==> src/rtl/multi_clock_divider_if.sv <==
// multi_clock_divider_if: divisor write port with single-cycle accept/reject response
interface multi_clock_divider_if #(
    parameter int CH_W  = 2,
    parameter int CNT_W = 32
);
    logic             cfg_we;
    logic [CH_W-1:0]  cfg_ch;
    logic [CNT_W-1:0] cfg_div;
    logic             cfg_ack;
    logic             cfg_err;
    modport master(output cfg_we, cfg_ch, cfg_div, input cfg_ack, cfg_err);
    modport slave(input cfg_we, cfg_ch, cfg_div, output cfg_ack, cfg_err);
endinterface

==> src/rtl/multi_clock_divider.sv <==
// multi_clock_divider: N independent square-wave/tick dividers with runtime-reloadable half-periods
module multi_clock_divider #(
    parameter int NUM_CH = 4,
    parameter int CNT_W  = 32,
    parameter logic [NUM_CH*CNT_W-1:0] DEF_DIV = {32'd25000000, 32'd50000000, 32'd6250000, 32'd100000}
) (
    input  logic              clk,
    input  logic              rst,
    input  logic              run,
    input  logic              sync_clr,
    multi_clock_divider_if.slave cfg,
    output logic [NUM_CH-1:0] div_out,
    output logic [NUM_CH-1:0] tick
);
    localparam int CH_W = NUM_CH > 1 ? $clog2(NUM_CH) : 1;
    logic [CH_W-1:0] ch;
    logic            ok;
    assign ch = cfg.cfg_ch;
    assign ok = cfg.cfg_we && cfg.cfg_div != '0 && {1'b0, ch} < (CH_W+1)'(NUM_CH);
    always_ff @(posedge clk or negedge rst)
        if (!rst) begin
            cfg.cfg_ack <= 1'b0;
            cfg.cfg_err <= 1'b0;
        end else begin
            cfg.cfg_ack <= ok;
            cfg.cfg_err <= cfg.cfg_we && !ok;
        end
    for (genvar g = 0; g < NUM_CH; g++) begin : g_ch
        logic [CNT_W-1:0] act, shd, cnt, shd_nxt;
        logic             q, t;
        // sync_clr loads the shadow including a write arriving in the same cycle
        assign shd_nxt    = (ok && ch == CH_W'(g)) ? cfg.cfg_div : shd;
        assign div_out[g] = q;
        assign tick[g]    = t;
        always_ff @(posedge clk or negedge rst)
            if (!rst) begin
                cnt <= '0;
                q   <= 1'b0;
                t   <= 1'b0;
                act <= DEF_DIV[g*CNT_W +: CNT_W];
                shd <= DEF_DIV[g*CNT_W +: CNT_W];
            end else begin
                shd <= shd_nxt;
                if (sync_clr) begin
                    cnt <= '0;
                    q   <= 1'b0;
                    t   <= 1'b0;
                    act <= shd_nxt;
                end else if (run && cnt == act - 1'b1) begin
                    cnt <= '0;
                    q   <= ~q;
                    t   <= ~q;
                    act <= shd;
                end else begin
                    cnt <= run ? cnt + 1'b1 : cnt;
                    t   <= 1'b0;
                end
            end
    end
endmodule

==> src/flat_wrapper.sv <==
// flat-port wrapper written by rule: the top's interface ports become plain ports
module multi_clock_divider_flat 
#(
    parameter int NUM_CH = 4,
    parameter int CNT_W  = 32,
    parameter logic [NUM_CH*CNT_W-1:0] DEF_DIV = {32'd25000000, 32'd50000000, 32'd6250000, 32'd100000}
)
  (clk, rst, run, sync_clr, div_out, tick, cfg_cfg_we, cfg_cfg_ch, cfg_cfg_div, cfg_cfg_ack, cfg_cfg_err);
  multi_clock_divider_if #(.CH_W(2), .CNT_W(CNT_W)) cfg_i ();
  input  logic clk;
  input  logic rst;
  input  logic run;
  input  logic sync_clr;
  output logic [NUM_CH-1:0] div_out;
  output logic [NUM_CH-1:0] tick;
  input wire logic [$bits(cfg_i.cfg_we)-1:0] cfg_cfg_we;
  input wire logic [$bits(cfg_i.cfg_ch)-1:0] cfg_cfg_ch;
  input wire logic [$bits(cfg_i.cfg_div)-1:0] cfg_cfg_div;
  output wire logic [$bits(cfg_i.cfg_ack)-1:0] cfg_cfg_ack;
  output wire logic [$bits(cfg_i.cfg_err)-1:0] cfg_cfg_err;
  assign cfg_i.cfg_we = cfg_cfg_we;
  assign cfg_i.cfg_ch = cfg_cfg_ch;
  assign cfg_i.cfg_div = cfg_cfg_div;
  assign cfg_cfg_ack = cfg_i.cfg_ack;
  assign cfg_cfg_err = cfg_i.cfg_err;
  multi_clock_divider #(.NUM_CH(NUM_CH), .CNT_W(CNT_W), .DEF_DIV(DEF_DIV)) u_core (.clk(clk), .rst(rst), .run(run), .sync_clr(sync_clr), .cfg(cfg_i), .div_out(div_out), .tick(tick));
endmodule
==> config.mk <==
export PLATFORM = sky130hd
export DESIGN_NAME = multi_clock_divider_flat
export DESIGN_NICKNAME = d
export VERILOG_FILES = /design/src/rtl/multi_clock_divider_if.sv /design/src/rtl/multi_clock_divider.sv /design/src/flat_wrapper.sv
export SDC_FILE = /design/constraint.sdc
export NUM_CORES = 1
export LEC_CHECK = 0
export CORE_ASPECT_RATIO = 0.6
export CORE_MARGIN = 1.5
export CORE_UTILIZATION = 40
export CTS_BUF_LIST = sky130_fd_sc_hd__clkbuf_2 sky130_fd_sc_hd__clkbuf_4 sky130_fd_sc_hd__clkbuf_8
export DETAILED_ROUTE_END_ITERATION = 10
export SLEW_MARGIN = 20
export SYNTH_ARGS = -nofsm -noshare
export SYNTH_HDL_FRONTEND = slang
export SYNTH_SLANG_ARGS = --single-unit
==> constraint.sdc <==
create_clock -name clk -period 4.3 [get_ports clk]
set_clock_uncertainty 0.05 [all_clocks]
set_input_delay 0.43 -clock clk [delete_from_list [all_inputs] [get_ports clk]]
set_output_delay 0.43 -clock clk [all_outputs]
set_load 0.005 [all_outputs]
==> results of run 1 <==
## worst register-to-register path: cells and delay by family, from the launching register on
| kind | cells | cell delay [ns] |
|---|---|---|
| compound gates | 3 | 0.48 |
| flops | 1 | 0.41 |
| simple gates | 5 | 2.68 |
| buf+inv | 1 | 0.26 |
## placed cells by master (no fill, tap or decap), drive strengths merged, types with 55 or more instances in the layout
cell / n
a221o: 71
and2: 71
buf: 103
clkbuf: 103
dfrtp: 310
dfstp: 84
inv: 55
mux2: 134
nand2: 117
nand3: 58
nor2: 223
nor4: 66
or3: 62
xnor2: 132
xor2: 129
## layout make-up
type / count / area (um2) / area share
multi-input cells: 1621 / 11500 / 0.451
flip-flops and latches: 394 / 9960 / 0.390
repair buffers: 151 / 1440 / 0.0562
clock buffers: 103 / 1310 / 0.0511
well taps: 714 / 893 / 0.0350
clock inverters: 20 / 234 / 0.00916
inverters: 48 / 180 / 0.00705
diodes: 7 / 17.5 / 0.000686
## worst max path at each step
stage / start / endpoint / cells past startpoint
finish: u_core.g_ch[3].act[6] / u_core.g_ch[3].act[30] / 9
global route: u_core.g_ch[3].act[7] / u_core.g_ch[3].act[28] / 9
CTS: u_core.g_ch[3].act[6] / u_core.g_ch[3].act[30] / 9
detailed placement: cfg_cfg_div[13] / u_core.g_ch[0].act[6] / 10
global placement: cfg_cfg_div[13] / u_core.g_ch[0].act[30] / 10
floorplan: u_core.g_ch[3].act[5] / u_core.g_ch[3].act[23] / 12
## power by group through the flow
stage / Combinational [uW] / Clock, uW / Sequential [uW]
finish: 2000 / 3880 / 4820
global route: 2190 / 4180 / 4890
CTS: 1980 / 3990 / 4810
detailed placement: 1970 / 0 / 4860
global placement: 1920 / 0 / 4840
floorplan: 1420 / 0 / 4620
## sequential cells by signal, indices dropped and copies added, names as in the netlist
signal and count:
u_core.cfg.cfg_ack 1, u_core.g_ch.q 4, u_core.cfg.cfg_err 1, u_core.g_ch.cnt 128, u_core.g_ch.t 4, u_core.g_ch.act 128
u_core.g_ch.shd 128
## per-layer routing
metal | vias up | wire [um] | global-route usage
li1 | 8261 | - | -
met1 | 8990 | 33400 | 0.374
met2 | 574 | 24800 | 0.301
met3 | 85 | 7070 | 0.0852
met4 | 0 | 1090 | 0.0514
met5 | - | 0 | 0
## Yosys cell counts, types with 6 or more instances
library cell,count,area (um2)
inv_1,47,176
nand3b_1,15,113
xor2_1,129,1130
or2_2,9,56.3
a21oi_1,27,135
buf_4,11,82.6
nor3_1,53,265
o311ai_1,25,219
nand4b_1,9,78.8
o21ai_0,18,90.1
o31a_1,7,61.3
o211ai_1,34,255
nand2b_1,19,119
ha_1,8,100
nor4b_1,11,96.3
mux2i_1,10,100
o221a_1,31,349
nor2b_1,21,131
clkbuf_1,103,387
nor2_1,223,837
mux2_2,133,1500
nand2_1,117,439
dfrtp_1,310,7760
and3_1,41,257
nand4_1,48,300
nor3b_1,7,52.6
xnor2_1,132,1160
and4_1,22,193
nor4_1,63,394
a31oi_1,9,56.3
a211oi_1,10,75.1
a311oi_1,6,52.6
buf_2,9,45.0
or4_1,26,195
a221o_1,71,711
or3_1,62,388
dfstp_2,84,2210
o31ai_1,9,67.6
nand3_1,58,290
and2_1,71,444
buf_1,9,33.8
## cells by family (layout without fill, tap and decap cells)
| logic type | Yosys count | after routing | share of synthesized area |
|---|---|---|---|
| other cells | 0 | 7 | 0 |
| compound gates | 310 | 310 | 0.117 |
| fa+ha+maj | 8 | 8 | 0.00451 |
| xor+xnor | 261 | 261 | 0.103 |
| buf+inv | 181 | 322 | 0.0333 |
| flops | 394 | 394 | 0.449 |
| simple gates | 898 | 898 | 0.221 |
| mux | 144 | 144 | 0.0725 |
## through the flow
stage / hold WS (ns) / power [uW] / cell area, um2 / utilization / worst slack [ns]
global placement: 0.407 / 6770 / 24000 / 0.440 / 0.0318
CTS: 0.248 / 10800 / 25500 / 0.468 / 0.315
floorplan: 0.0844 / 6040 / 22200 / - / 0.644
detailed placement: 0.410 / 6830 / 24000 / 0.440 / 0.0546
global route: 0.277 / 11300 / 25500 / 0.468 / 0.101
finish: 0.277 / 10700 / 25500 / 0.469 / 0.272
==> flow_summary.ini, run 1 <==
[critical_path]
cp.required_ns = 4.76
cpMaxStageDelayCell = or4_1
regToRegSetupSlack_ns = 0.27
reg2reg_depth = 9
crit_family = simple AND/OR/NAND/NOR gates
arrival_ns = 4.49
cp_max_fo = 15
cp_slowest_stage_delay_ns = 0.64
critPathBufInv = 1
cp-start-kind = flop
crit_path_frequent_cell = or4_1
r2r_start = u_core.g_ch[3].act[6]
critical_path_class = flop to flop
cp-end-kind = flop
r2r-end = u_core.g_ch[3].act[30]
worstPathCellList = or4_4, or4_1, nor4_2, o2111ai_1, or4_1, or4_1, buf_4, o211ai_1, o311ai_1

[sta]
layout_min_cycle_time_ns = 4.03
fmax_mhz = 248
slew-limit-headroom = 0.392
rsz0062_at_grt = false
fin_setup_tns_ns = 0
setup_viol = 0
hold_viol = 0
drv_slew = 0
tightest_slew_ns = 0.912
period_share = 0.937

[floorplanning]
die_w_um = 307
floorplan.initialDensity = 0.407
ios = 49
die_area_um2 = 56900
rows = 66
core_area_um2 = 54500
dieHeight_um = 185

[power]
powerDensity_nw_per_um2 = 419
seq_power_share = 0.451
power.switching_uw = 3290
switching_share = 0.308
leakagePower_uw = 0.0101
p_clk_frac = 0.363
power_frac_comb = 0.187
p_int_uw = 7410
ir_drop_mv = 0.237

[logic_synthesis]
syn_area_per_cell_um2 = 10.1
ys.flop_type = dfrtp_1
syn-num-nets = 2243
synthArstFlopShare = 1.00
synth-seq-cells = 394
seq_area_frac_synth = 0.449
syn_inst = 2196
ys_types = 82
synth-edff-count = 0
syn_area_um2 = 22200
yosys_warnings = 0

[global_route]
grt_overflow = 0
gr-usage-all-layers = 0.238
grt_pass1_vias = 17100
grt_pass1_wl_mm = 104
antenna_found_initial = 5
grt_max_degree = 101

[run_status]
outcome = finished clean

[cts]
root_buffer = clkbuf_8
clock-sinks = 394
ctsResizeCount = 0
cts_buffer_depth = 3
path_clk_slew_ns = 0.06
hold_buffers = 2
cts_made_buffers = 67
cts_setup_buffers = 0
clk_latency_ns = 0.68
htree_levels = 3
cts_tree = done

[routing]
drc = 0
drt-wirelength-per-cell_um = 21.7
viasPerCell = 5.86
drt_iter0_markers = 1544
vias = 17900
wl_mm = 66.4
final_antenna_net_count = 0
drt-pass1-iter-count = 7

[layout]
fill_cells = 5077
drive_gt1_frac = 0.201
layout.cells.non_filler = 3058
area_delta_synth_final_pct = 15.1
nets = 2330

[place]
gp_congestion = 0.957
hpwl_mm = 48.4
io_buffers = 48
place_inst = 2926

[min_path]
hold_class = primary input to async pin

[job]
cap_violations = 0
(Power assumes the default switching activity.)
==> run 2, diff against run 1 <==
--- a/config.mk
+++ b/config.mk
@@ -14,3 +14,4 @@
 export SYNTH_ARGS = -nofsm -noshare
 export SYNTH_HDL_FRONTEND = slang
 export SYNTH_SLANG_ARGS = --single-unit
+export TNS_END_PERCENT = 1
==> results of run 2 <==
Same layout as run 1: the final DEF is identical, and so are final timing and power.
